`src/rtl/fifo_wr_arbiter.sv`:
```
// -----------------------------------------------------------------------------
// fifo_wr_arbiter
//
// Round-robin arbiter that shares the write port of one synchronous FIFO
// between N_REQ producers. The winning producer owns the FIFO for a burst of
// up to MAX_BURST words. After that the search for the next owner starts just
// past it, so a producer that stays valid is only re-granted when no other
// producer is valid. One IDLE cycle always separates two bursts.
//
// Ports
//   clk         clock, all state changes on the rising edge
//   rst         synchronous active-high reset; also blocks writes in its cycle
//   req_valid   per-producer word valid
//   req_data    flat producer data, producer i at [i*WIDTH +: WIDTH]
//   req_ready   per-producer accept (combinational); transfer = valid & ready
//   fifo_full   FIFO full flag
//   fifo_wr_en  FIFO write enable (combinational, never high while full)
//   fifo_din    FIFO write data (combinational mux of the owner's data)
//   grant       registered one-hot owner, zero when idle
//   owner_id    registered binary index of the owner
//   busy        high while in BURST
//
// States
//   state | meaning
//   IDLE  | no owner; choose next owner round-robin from last+1
//   BURST | owner_id writes words until MAX_BURST words or valid drops
// -----------------------------------------------------------------------------
module fifo_wr_arbiter #(
    parameter int WIDTH     = 8,
    parameter int N_REQ     = 4,
    parameter int MAX_BURST = 4
) (
    input  logic                       clk,
    input  logic                       rst,
    input  logic [N_REQ-1:0]           req_valid,
    input  logic [N_REQ*WIDTH-1:0]     req_data,
    output logic [N_REQ-1:0]           req_ready,
    input  logic                       fifo_full,
    output logic                       fifo_wr_en,
    output logic [WIDTH-1:0]           fifo_din,
    output logic [N_REQ-1:0]           grant,
    output logic [$clog2(N_REQ)-1:0]   owner_id,
    output logic                       busy
);

    localparam int ID_W  = $clog2(N_REQ);
    localparam int CNT_W = $clog2(MAX_BURST + 1);

    typedef enum logic {
        IDLE  = 1'b0,
        BURST = 1'b1
    } state_t;

    state_t            state;
    logic [CNT_W-1:0]  burst_cnt;
    logic [ID_W-1:0]   last_ptr;

    logic              burst_act;
    logic              owner_valid;
    logic              xfer;
    logic              last_word;
    logic              pick_found;
    logic [ID_W-1:0]   pick_id;
    logic [ID_W-1:0]   cand;

    // rst is synchronous, but a word offered in the reset cycle must not be
    // accepted, so the handshake is gated by rst as well.
    assign burst_act   = (state == BURST) && !rst;
    assign owner_valid = req_valid[owner_id];
    assign xfer        = burst_act && owner_valid && !fifo_full;
    assign last_word   = (burst_cnt == CNT_W'(MAX_BURST - 1));

    assign busy        = (state == BURST);
    assign fifo_wr_en  = xfer;
    assign fifo_din    = req_data[int'(owner_id)*WIDTH +: WIDTH];

    always_comb begin
        req_ready = '0;
        if (burst_act && !fifo_full) begin
            req_ready[owner_id] = 1'b1;
        end
    end

    // Round-robin search: first valid producer at last+1, last+2, ... mod N_REQ.
    always_comb begin
        pick_found = 1'b0;
        pick_id    = '0;
        cand       = '0;
        for (int k = 1; k <= N_REQ; k++) begin
            cand = ID_W'((int'(last_ptr) + k) % N_REQ);
            if (!pick_found && req_valid[cand]) begin
                pick_found = 1'b1;
                pick_id    = cand;
            end
        end
    end

    always_ff @(posedge clk) begin
        if (rst) begin
            state     <= IDLE;
            grant     <= '0;
            owner_id  <= '0;
            burst_cnt <= '0;
            last_ptr  <= ID_W'(N_REQ - 1);
        end else begin
            case (state)
                IDLE: begin
                    if (pick_found) begin
                        state     <= BURST;
                        grant     <= N_REQ'(1) << pick_id;
                        owner_id  <= pick_id;
                        burst_cnt <= '0;
                    end
                end
                BURST: begin
                    if (!owner_valid) begin
                        // Owner withdrew: it gives up the rest of its burst.
                        state    <= IDLE;
                        grant    <= '0;
                        last_ptr <= owner_id;
                    end else if (!fifo_full) begin
                        burst_cnt <= burst_cnt + CNT_W'(1);
                        if (last_word) begin
                            state    <= IDLE;
                            grant    <= '0;
                            last_ptr <= owner_id;
                        end
                    end
                    // Full with owner valid: stall, everything held.
                end
                default: begin
                    state <= IDLE;
                    grant <= '0;
                end
            endcase
        end
    end

endmodule
```
`config.mk`:
```
export PLATFORM = sky130hd
export DESIGN_NAME = fifo_wr_arbiter
export DESIGN_NICKNAME = d
export VERILOG_FILES = /design/src/rtl/fifo_wr_arbiter.sv
export SDC_FILE = /design/constraint.sdc
export NUM_CORES = 1
export LEC_CHECK = 0
export BUFFER_PORTS_ARGS = -buffer_cell sky130_fd_sc_hd__buf_2
export CAP_MARGIN = 20
export CORE_MARGIN = 2
export CORE_UTILIZATION = 44
export DETAILED_ROUTE_END_ITERATION = 12
export GPL_ROUTABILITY_DRIVEN = 0
export GPL_TIMING_DRIVEN = 1
export PLACE_DENSITY = 0.83
export SYNTH_ARGS = -nofsm -noshare
export SYNTH_HDL_FRONTEND = slang
export SYNTH_SLANG_ARGS = --single-unit
```
`constraint.sdc`:
```
create_clock -name clk -period 4.2 [get_ports clk]
set_input_delay 1.05 -clock clk [delete_from_list [all_inputs] [get_ports clk]]
set_output_delay 1.05 -clock clk [all_outputs]
set_load 0.02 [all_outputs]
```
==> impl_metrics.toml <==
[clocking]
clock_latency_ns = 0.28
cts_root_buffer = "clkbuf_4"
cts_resized = 0
cts.sinks = 12
cts.clk_slew.worst_paths_ns = 0.08
post_cts_buffers = 0
cts_tree = "yes"
ctsLongestPathBuffers = 2
htreeDepth = 1
cts_hold_repair.buffers = 0
cts_buffers = 3

[global_routing]
grt_pass1_wl_um = 3860
antenna_found_initial = 0
grtUsageTotal_pct = 20.8
grt_pass1_vias = 903
grt_overflow = 0
grt_max_degree = 17

[power]
switching_power_w = 0.000125
ir_drop_uv = 163
seq_power_share_pct = 38.5
power_frac_comb_pct = 35.2
p_leak_nw = 0.566
p_total_w = 0.000364
switching_share_pct = 34.5
p_int_w = 0.000239
p_clk_share_pct = 26.2
p_per_area_mw_per_mm2 = 301

[critical_path]
crit_family = "multiplexers"
crit_required_ns = 3.15
cp.arrival_ns = 2.09
reg2reg_setup_slack_ns = 2.31
max_stage_delay_ns = 0.57
cp_max_fo = 7
cp.depth = 4
critPathBufInv = 2
worstSetupEndpointType = "output port"
cp-start-kind = "input pin"
crit_type = "input pin to output port"
rr_worst_depth = 4
cp_common_cell = "buf_2"
cp_slowest_cell = "mux4_2"
crit_chain = "buf_2, mux4_2, nor2b_1, buf_2"

[logic_synthesis]
synth.net_count = 130
synth_commonest_cells = "dfxtp_1 (12), mux4_2 (8), a21oi_1 (7), inv_1 (6), nor3_1 (5)"
synth_top_family_by_area = "multiplexers"
synth-edff-count = 0
ys_seq_area_share_pct = 27.4
synth_most_common_cell = "dfxtp_1"
netlist_area_um2 = 878
syn_inst = 89
synth_ff_type = "dfxtp_1"
ys_top_cells_by_area = "dfxtp_1 (27%), mux4_2 (21%), a32o_1 (4.6%)"
async_flop_share_pct = 0
yosysWarnings = 0
synth_top_area_share_pct = 27.4
synth_xor_area_share_pct = 0
synth_mux_area_share_pct = 24.8
yosys.area_share.simple_pct = 21.5
synth-adder-area-share_pct = 2.85
yosys.area.top_type = "dfxtp_1"
ys_seq_elements = 12
ys_types = 32
synth_compound_area_share_pct = 17.8
avgSynthCellArea_um2 = 9.87

[timing]
drv_slew = 0
fin_crit_sh_pct = 74.8
final-setup-viol-count = 0
slew_headroom_pct = 49.7
fmaxAchievable_ghz = 0.318
tightest_slew_ns = 0.754
hold_viol = 0
fin_setup_tns_ns = 0
grt_setup_unrepaired = "no"
fin_crit_ns = 3.14
finalClockSkew_ns = 0.00316
fin_ws_ns = 1.06

[die]
std_cell_rows = 16
die_y_um = 48.7
ios = 59
die_area_mm2 = 0.00237
start_util_pct = 45.7
dieWidth_um = 48.7
core_mm2 = 0.00192

[finish]
multiInputGateArea_um2 = 588
diodes = 0
regArea_um2 = 240
drive_above_1_share_pct = 51.7
final_nets = 187
final_area_mm2 = 0.00121
fillers = 167
area_delta_synth_final_pct = 37.9

[hold_path]
hold_class = "flip-flop to flip-flop"
hold_depth = 1

[run]
cap_viol_max_count = 0

[place]
dp_hpwl_um = 1860
portBuffers = 58
dpl_cell_area_mm2 = 0.00117
post-place-ws_ns = 1.06

[drt]
first_iter_violations = 21
routed_via_density = 5.48
num_vias = 942
ant_nets = 0
post_drt_wl_per_cell_um = 13.7
firstDrtPassIters = 4
drcViolationCount = 0
routed_wl_um = 2360

[outcome]
status = "completed"
sequential cells by signal, summed over array words and instances, names as in the netlist:
register	cells
burst_cnt	3
busy	1
grant	4
last_ptr	2
owner_id	2
layout make-up:
type / count / share of cell area, %
flip-flops and latches: 12 / 19.8
repair buffers: 58 / 24.0
inverters: 6 / 1.86
well taps: 27 / 2.79
clock buffers: 4 / 3.00
multi-input cells: 65 / 48.6
layout by cell type (no fill, tap or decap), types with 3 or more instances in the layout:
cell and count:
nor3_1 5, a32o_1 4, buf_2 58, clkbuf_4 3, mux4_2 8, nand3_1 4, nor2_1 4, nand2_1 3
or2_1 3, a21oi_1 7, nand2b_1 4, dfxtp_1 12, o21ai_1 3, inv_1 6
routing by layer:
layer	GRT usage, %	part of all wire [%]	up-vias
li1	-	-	452
met1	20.6	38	429
met2	38.1	50	56
met4	11.9	2.0	0
met3	6.17	9.6	5
met5	0	0	-
power by group through the flow:
stage | clock network [W] | registers [W] | logic, W
floorplan | 0 | 0.000138 | 0.0000898
global placement | 0 | 0.000142 | 0.000125
detailed placement | 0 | 0.000143 | 0.000128
CTS | 0.0000960 | 0.000141 | 0.000129
global route | 0.000101 | 0.000143 | 0.000137
finish | 0.0000955 | 0.000140 | 0.000128
kinds of logic (layout without fill, tap and decap cells):
kind of cell    Yosys count  in the layout
compound gates           22             22
simple gates             31             31
buf+inv                  12             68
flops                    12             12
fa+ha+maj                 2              2
mux                      10             10
per-stage QoR:
step                      hold slack, ns  instances  utilization, %
after global routing               0.490        172            63.0
after detailed placement           0.450        168            61.1
final                              0.465        172            63.0
after CTS                          0.469        172            63.0
after floorplan                    0.437         89               -
after global placement             0.449        168            61.1
final timing paths:
| path | startpoint | endpoint |
|---|---|---|
| worst min register to register | grant[2] | grant[2] |
| worst max register to register | owner_id[1] | grant[3] |
| worst max-delay path | req_valid[3] | fifo_wr_en |
| worst min-delay path | grant[2] | grant[2] |
(Power assumes the default switching activity.)
